## src/rtl/frame_rx.sv

```systemverilog
`default_nettype none
// ============================================================================
// Module      : frame_rx
// Description : Serial frame receiver. Shifts DATA_W bits LSB-first inside a
//               receive window, hands the completed word to a one-entry
//               valid/ready output register, and flags truncated frames and
//               words dropped while the output register is still full.
// Revision    : 1.0 - initial release
// ============================================================================
module frame_rx #(
    parameter int DATA_W = 8
) (
    input  logic              clk_i,
    input  logic              rst_i,
    input  logic              data_i,
    input  logic              init_i,
    input  logic              recv_en_i,
    input  logic              ready_i,
    output logic [DATA_W-1:0] data_o,
    output logic              valid_o,
    output logic              busy_o,
    output logic              frame_err_o,
    output logic              overrun_o
);

    localparam int CNT_W = $clog2(DATA_W + 1);

    typedef enum logic [0:0] {
        IDLE  = 1'b0,
        SHIFT = 1'b1
    } state_t;

    state_t             state_q, state_d;
    logic [CNT_W-1:0]   bit_cnt_q, bit_cnt_d;
    logic [DATA_W-1:0]  shift_q, shift_d;
    logic [DATA_W-1:0]  data_q, data_d;
    logic               valid_q, valid_d;
    logic               err_q, err_d;
    logic               ovr_q, ovr_d;
    logic [DATA_W-1:0]  w_word;
    logic               w_complete;

    // Word as it would look after sampling data_i this cycle; a 1-bit frame
    // has no older bits to keep.
    if (DATA_W == 1) begin : g_word_w1
        assign w_word = data_i;
    end else begin : g_word_wn
        assign w_word = {data_i, shift_q[DATA_W-1:1]};
    end

    // Frame FSM: start on init, sample while the window is open, abort on a
    // closed window or a restart.
    always_comb begin
        state_d    = state_q;
        bit_cnt_d  = bit_cnt_q;
        shift_d    = shift_q;
        err_d      = 1'b0;
        w_complete = 1'b0;
        case (state_q)
            IDLE: begin
                if (init_i) begin
                    state_d   = SHIFT;
                    bit_cnt_d = '0;
                    shift_d   = '0;
                end
            end
            SHIFT: begin
                if (init_i) begin
                    // Restart: the start-bit cycle is never sampled.
                    err_d     = 1'b1;
                    bit_cnt_d = '0;
                    shift_d   = '0;
                end else if (!recv_en_i) begin
                    err_d   = 1'b1;
                    state_d = IDLE;
                end else begin
                    shift_d   = w_word;
                    bit_cnt_d = bit_cnt_q + CNT_W'(1);
                    if (bit_cnt_q == CNT_W'(DATA_W - 1)) begin
                        w_complete = 1'b1;
                        state_d    = IDLE;
                    end
                end
            end
            default: state_d = IDLE;
        endcase
    end

    // Output register: load on completion when free or being drained this
    // cycle, otherwise flag an overrun; a handshake alone empties it.
    always_comb begin
        data_d  = data_q;
        valid_d = valid_q;
        ovr_d   = 1'b0;
        if (w_complete) begin
            if (!valid_q || ready_i) begin
                data_d  = w_word;
                valid_d = 1'b1;
            end else begin
                ovr_d = 1'b1;
            end
        end else if (valid_q && ready_i) begin
            valid_d = 1'b0;
        end
    end

    // State and output registers with synchronous reset.
    always_ff @(posedge clk_i) begin
        if (rst_i) begin
            state_q   <= IDLE;
            bit_cnt_q <= '0;
            shift_q   <= '0;
            data_q    <= '0;
            valid_q   <= 1'b0;
            err_q     <= 1'b0;
            ovr_q     <= 1'b0;
        end else begin
            state_q   <= state_d;
            bit_cnt_q <= bit_cnt_d;
            shift_q   <= shift_d;
            data_q    <= data_d;
            valid_q   <= valid_d;
            err_q     <= err_d;
            ovr_q     <= ovr_d;
        end
    end

    assign data_o      = data_q;
    assign valid_o     = valid_q;
    assign busy_o      = (state_q == SHIFT);
    assign frame_err_o = err_q;
    assign overrun_o   = ovr_q;

endmodule
`default_nettype wire

```

## config.mk

```make
export PLATFORM = sky130hd
export DESIGN_NAME = frame_rx
export DESIGN_NICKNAME = d
export VERILOG_FILES = /design/src/rtl/frame_rx.sv
export SDC_FILE = /design/constraint.sdc
export NUM_CORES = 1
export LEC_CHECK = 0
export CAP_MARGIN = 10
export CORE_MARGIN = 2
export CORE_UTILIZATION = 44
export CTS_CLUSTER_SIZE = 10
export DETAILED_ROUTE_END_ITERATION = 16
export PLACE_DENSITY = 0.83
export SLEW_MARGIN = 25
export SYNTH_ARGS = -nofsm -noshare
export SYNTH_HDL_FRONTEND = slang
export SYNTH_SLANG_ARGS = --single-unit
```

## constraint.sdc

```tcl
create_clock -name clk_i -period 1.5 [get_ports clk_i]
set_clock_uncertainty 0.2 [all_clocks]
set_input_delay 0.15 -clock clk_i [delete_from_list [all_inputs] [get_ports clk_i]]
set_output_delay 0.15 -clock clk_i [all_outputs]
set_load 0.02 [all_outputs]
```

Yosys cells after proc, flatten, opt, wreduce, memory -nomap -nowiden
Cells that the tools add are included.
Storage, ports and cells
  input port bits: 6
  word-level logic and storage cells: 46
  register bits: 24
  output and inout port bits: 12
Operators by class
  equal/unequal tests: 4
  bitwise operators: 2
  mux-type cells: 23
  reductions and logical operators: 9
  add/sub/neg operators: 1
Operators with widths (number)
  8-bit 2-to-1 mux: 3
  8-bit one-hot mux with 2 select lines: 1
  1-bit 2-to-1 mux: 14
  4-bit 2-to-1 mux: 3
  4-bit one-hot mux with 2 select lines: 1
  2-bit AND reduction: 3
  4-bit by 1-bit adder with 4-bit output (second input constant): 1
  4-bit by 3-bit == test with 1-bit output (second input constant): 1
  2-bit OR reduction: 2
  3-bit != test (second input constant): 1
  2-bit by 1-bit != test with 1-bit output (second input constant): 1
  2-bit != test (second input constant): 1
  1-bit NOT: 2
  1-bit one-hot mux with 2 select lines: 1
  2-bit nonzero test: 1
  1-bit logical AND: 1
  1-bit zero test: 1
  1-bit logical OR: 1

Longest topological paths before layout
Gate-level depths: netlist of the first run.
  word-level depth: 7
  depth in mapped cells: 5
  mapped depth without buffers: 4

Worst setup path after synthesis of the first run
OpenSTA, ideal clock, no wires.
  path type: register to register
  from: register bit_cnt_q[0]
  to: register data_q[0] (netlist: data_o[0])
  library setup time: 0.072 ns
  cell stages (with the launch flop): 6
  required time: 1.228 ns
  path slack: 0.028 ns
  period minus slack after synthesis: 1.472 ns
  arrival: 1.200 ns
  buffers on the path: 1
  path through: dfxtp_1 ha_1 nand3b_1 nor4b_2 buf_4 mux2i_1
On the way
  longest elaborated chain between the ends: 6
RTL lines
  from (decl): line 34  | logic [CNT_W-1:0] bit_cnt_q, bit_cnt_d;
  from (signal assigned): line 119  | bit_cnt_q <= bit_cnt_d;
  4-bit by 3-bit == test with 1-bit output: line 79  | if (bit_cnt_q == CNT_W'(DATA_W - 1)) begin
  1-bit 2-to-1 mux: line 79
  1-bit 2-to-1 mux: line 73  | end else if (!recv_en_i) begin
  1-bit 2-to-1 mux: line 68  | if (init_i) begin
  1-bit 2-to-1 mux: line 59  | case (state_q)
  2-bit AND reduction (no source line)
  to (signal assigned): line 121  | data_q <= data_d;
  to (decl): line 36  | logic [DATA_W-1:0] data_q, data_d;
Every way passes these cells.
A chain may end at the register's enable or synchronous reset.

Worst setup path after layout of the first run
  from: register bit_cnt_q[0]
  to: register data_q[3] (netlist: data_o[3])
Same word-level chain as after synthesis.

==> metrics.txt, run 1 <==
first-pass GRT wire length=3.17 mm; most frequent cells in the layout=dfxtp_1, nand2b_1, nand2_1; final instance area=0.00122 mm²; Post-Syn Area=926 µm²; TritonCTS Buffers=3; vias in the first global route=719; RSZ-0062 raised after global routing=true; Root Driver=clkbuf_4; R2R setup slack=-0.09 ns; Syn Inst Count=100; reg-to-reg endpoint=data_o[3]; failing checks=setup timing; global route overflow=0; CP Class=reg2reg; post-synthesis sequential area ratio=49.7%; Layout area overhead=31.8%; antenna-violating nets left=0; Setup crit start=bit_cnt_q[0]; GRT Total Usage=16.9%; Finished Core Util=61.6%; via count=744; HPWL Detailed=1.31 mm; fin. max-slew vios=0; total power=0.000969 W; max cap viols=0; worst setup path end=data_o[3]; CORE AREA=0.00198 mm²; Via density=4.80; die height=49.9 µm; # IOs=18; WL per Instance=11.4 µm; crit start category=flop; initial core utilization=46.7%; initial antenna violation count=0; Final Hold Viols=0; DR top layer=met4; worst-margin pin slew=0.219 ns; # clock sinks=23; Final Worst Setup Slack=-0.0939 ns; library cells used by synthesis=24; Pleak=0.464 nW; reg2reg path depth=5; CTS hold repair buffers=0; DIE AREA=0.00249 mm²; CTS tree=yes; clk_lat worst skew=0.30 ns; CP arrival=1.62 ns; ANT cells=0; Synthesized Nets=107; clock buffer depth=2; worst-path fanout max=8; CP required=1.53 ns; Rel. slew slack=85.4%; Final min period=1.59 ns; row count=16; pwr dens=795 mW/mm²; Routed WL=1.77 mm; CTS H-Tree Depth=1; DP Area=0.00118 mm²; hold crit path type=in2reg; CTS clk-pin slew, worst paths=0.12 ns; DR pass1 iterations=4; # fillers=162; r2r startpoint=bit_cnt_q[0]; PortBufs=17; met3 wire length=47 µm; Yosys Warn Count=0; Fmax=627 MHz; largest net degree at the start of global routing=21; Iteration-0 DRC Markers=9; most common cell after layout, fill and taps aside=dfxtp_1; layout cells sized above 1=18.0%; # DRC=0; Die X-Extent=49.9 µm; period utilisation layout=106%; GP Congestion=0.738; Crit. End Element=flop; Post-Syn Area per Cell=9.26 µm²; met2 WL=931 µm; Yosys reg bits=23; met1 WL=762 µm; # setup viols final=8; worst vdd ir=478 µV; Nets=136; status=complete, but fails checks
[routing by layer]
layer / vias to the layer above / global-route usage, %
met5: - / 0
li1: 386 / -
met3: 4 / 2.73
met1: 343 / 19.7
met2: 11 / 30.2
met4: 0 / 6.94
[through the flow]
| stage | std cells | setup TNS, ns | worst slack [ns] | hold WS, ns |
|---|---|---|---|---|
| 2_1_floorplan | 100 | 0 | 0.0282 | 0.0674 |
| 3_5_place_dp | 150 | -2.66 | -0.239 | 0.247 |
| 3_3_place_gp | 150 | -1.82 | -0.136 | 0.245 |
| 4_1_cts | 154 | -0.482 | -0.103 | 0.244 |
| 5_1_grt | 155 | -1.21 | -0.193 | 0.250 |
| 6_report | 155 | -0.440 | -0.0939 | 0.251 |
[state kept, by name, indices dropped and copies added, names as in the netlist]
name         cells
bit_cnt_q        4
data_o           8
overrun_o        1
valid_o          1
frame_err_o      1
shift_q          7
busy_o           1
[cell type report]
class,instances,area (µm²),share of cell area (%)
well taps,27,33.8,2.77
repair buffers,30,253,20.7
clock buffers,4,26.3,2.15
multi-input cells,71,443,36.3
flip-flops and latches,23,464,38.1
[worst min path at each step]
stage / cells after the start / slack (ns) / from / endpoint
2_1_floorplan: 2 / 0.07 / init_i / busy_o
3_3_place_gp: 2 / 0.24 / shift_q[1] / shift_q[1]
3_5_place_dp: 2 / 0.25 / shift_q[1] / shift_q[1]
4_1_cts: 3 / 0.24 / data_i / shift_q[7]
5_1_grt: 3 / 0.25 / data_i / shift_q[7]
6_report: 3 / 0.25 / data_i / shift_q[7]
[power breakdown]
group          switching, W  internal [W]
Combinational     0.0000337     0.0000410
Clock              0.000172      0.000103
Sequential       0.00000398      0.000615
[cell families (layout without fill, tap and decap cells)]
| group | count (synthesis) | count (layout) | share of synthesized area (%) |
|---|---|---|---|
| simple gates | 48 | 48 | 28.1 |
| flops | 23 | 23 | 49.7 |
| compound gates | 12 | 12 | 6.49 |
| mux | 8 | 8 | 8.65 |
| buf+inv | 6 | 34 | 3.78 |
| xor+xnor | 2 | 2 | 1.89 |
| fa+ha+maj | 1 | 1 | 1.35 |
[worst max-delay path, stage by stage, from the launching register on]
cell	delay (ns)
dfxtp_2	0.38
ha_4	0.14
nand3b_1	0.12
nor4b_2	0.22
buf_4	0.23
mux2i_1	0.22
[cell usage after synthesis, drive strengths merged]
cell type	instances	area, µm²
buf	3	23.8
nand3	2	10.0
nor2b	1	6.26
nor4b	1	15.0
nor3b	1	7.51
or3	2	12.5
nand2	17	66.3
ha	1	12.5
nor2	3	11.3
xor2	1	8.76
nand2b	17	106
clkbuf	3	11.3
a21oi	11	55.1
nor3	1	5.00
xnor2	1	8.76
dfxtp	23	460
or2	1	6.26
o21ai	1	5.00
nand3b	1	7.51
and2	1	6.26
mux2i	8	80.1
[what timing repair did]
item | in CTS | in global routing
buffers inserted | 0 | 1
resized for setup | 16 | 1
setup endpoints to repair | 20 | 11
No activity file was read; power rests on OpenSTA's default activity.
==> run 2, diff against run 1 <==
- CTS_CLUSTER_DIAMETER: default -> 80
- PLACE_DENSITY: 0.83 -> 0.74
==> metrics.txt, run 2 (synthesis results as in run 1) <==
status=complete, but fails checks; vias in the first global route=690; row count=16; max cap viols=0; Layout area overhead=35.7%; PortBufs=17; crit-path cells=ha_4, nand3b_1, nor4b_2, buf_4, mux2i_1; Hold WS=0.243 ns; worst vdd ir=535 µV; initial antenna violation count=0; crit start category=flop; Nets=139; via count=731; Final Hold Viols=0; placed insts=152; DR pass1 iterations=4; hold path depth=3; GP Congestion=0.727; CTS H-Tree Depth=1; die height=49.9 µm; DP Area=0.00120 mm²; # clock sinks=23; Final Worst Setup Slack=-0.0624 ns; Pleak=0.483 nW; largest net degree at the start of global routing=21; fin. max-slew vios=0; worst-path fanout max=8; # DRC=0; TritonCTS Buffers=3; crit-path max cell delay=0.37 ns; Routed WL=1.69 mm; worst-margin pin slew=0.220 ns; Die X-Extent=49.9 µm; Setup TNS Final=-0.402 ns; CP required=1.54 ns; Fmax=640 MHz; global route overflow=0; CP Class=reg2reg; CTS clk-pin slew, worst paths=0.12 ns; hold crit path type=in2reg; most common cell after layout, fill and taps aside=dfxtp_1; RSZ-0062 raised after global routing=true; CORE AREA=0.00198 mm²; initial core utilization=46.7%; first-pass GRT wire length=2.96 mm; period utilisation layout=104%; clk_lat worst skew=0.30 ns; CTS tree=yes; Root Driver=clkbuf_4; # IOs=18; antenna-violating nets left=0; ANT cells=0; DIE AREA=0.00249 mm²; layout cells sized above 1=22.1%; Rel. slew slack=85.4%; HPWL Detailed=1.21 mm; GRT Total Usage=15.5%; Via density=4.63; Final min period=1.56 ns; CTS hold repair buffers=0; pwr dens=774 mW/mm²; reg2reg path depth=5; Crit-path slowest cell=dfxtp_2; Cell Count, Final, Fillers Out=158; Crit. End Element=flop; max FFs per register=8; WL per Instance=10.7 µm; failing checks=setup timing; final instance area=0.00126 mm²; Finished Core Util=63.4%; CP arrival=1.60 ns; # setup viols final=9; most frequent cells in the layout=dfxtp_1, nand2b_1, nand2_1, buf_4, dlygate4sd2_1; clock buffer depth=2; Iteration-0 DRC Markers=6
run 2: report_power, final:
| part | switching, W | leakage (nW) | internal [W] |
|---|---|---|---|
| Combinational | 0.0000339 | 0.279 | 0.0000408 |
| Sequential | 0.00000320 | 0.187 | 0.000615 |
| Clock | 0.000180 | 0.0177 | 0.0000993 |
run 2: repair_timing:
| action | 4_1_cts | 5_1_grt |
|---|---|---|
| endpoints found under the setup margin | 20 | 10 |
| setup buffers | 2 | 1 |
| gates resized for setup | 17 | 2 |
| cloned | 0 | 0 |
| pin swaps | 4 | 3 |
run 2: worst paths after layout:
| path | start | to | slack [ns] |
|---|---|---|---|
| max reg2reg | bit_cnt_q[0] | data_o[1] | -0.06 |
| min reg2reg | shift_q[1] | shift_q[1] | 0.28 |
| max | bit_cnt_q[0] | data_o[1] | -0.06 |
| min | data_i | shift_q[7] | 0.24 |
run 2: per-layer routing:
layer	up-vias	global-route usage [%]	share of wire, %
met3	2	3.64	2.3
li1	389	-	-
met4	0	5.56	0.71
met5	-	0	0
met1	333	20.4	47
met2	7	24.7	49
run 2: cell type report:
class,instances,area [µm²]
Fill cell,167,726
Timing Repair Buffer,33,275
Multi-Input combinational cell,71,457
Sequential cell,23,463
Clock buffer,3,22.5
Clock inverter,1,5.00
Tap cell,27,33.8
run 2: per-stage QoR:
| step | power, W | worst slack [ns] |
|---|---|---|
| final | 0.000972 | -0.0624 |
| after global routing | 0.00101 | -0.190 |
| after CTS | 0.000986 | -0.123 |
| after detailed placement | 0.000708 | -0.186 |
| after global placement | 0.000706 | -0.127 |
| after floorplan | 0.000668 | 0.0282 |
run 2: worst max-delay path, delay by kind of cell, from the launching register on:
kind	cells	cell delay, ns
adders and majority gates	1	0.13
buffers and inverters	1	0.23
and+or+nand+nor	2	0.35
DFF	1	0.37
muxes	1	0.20
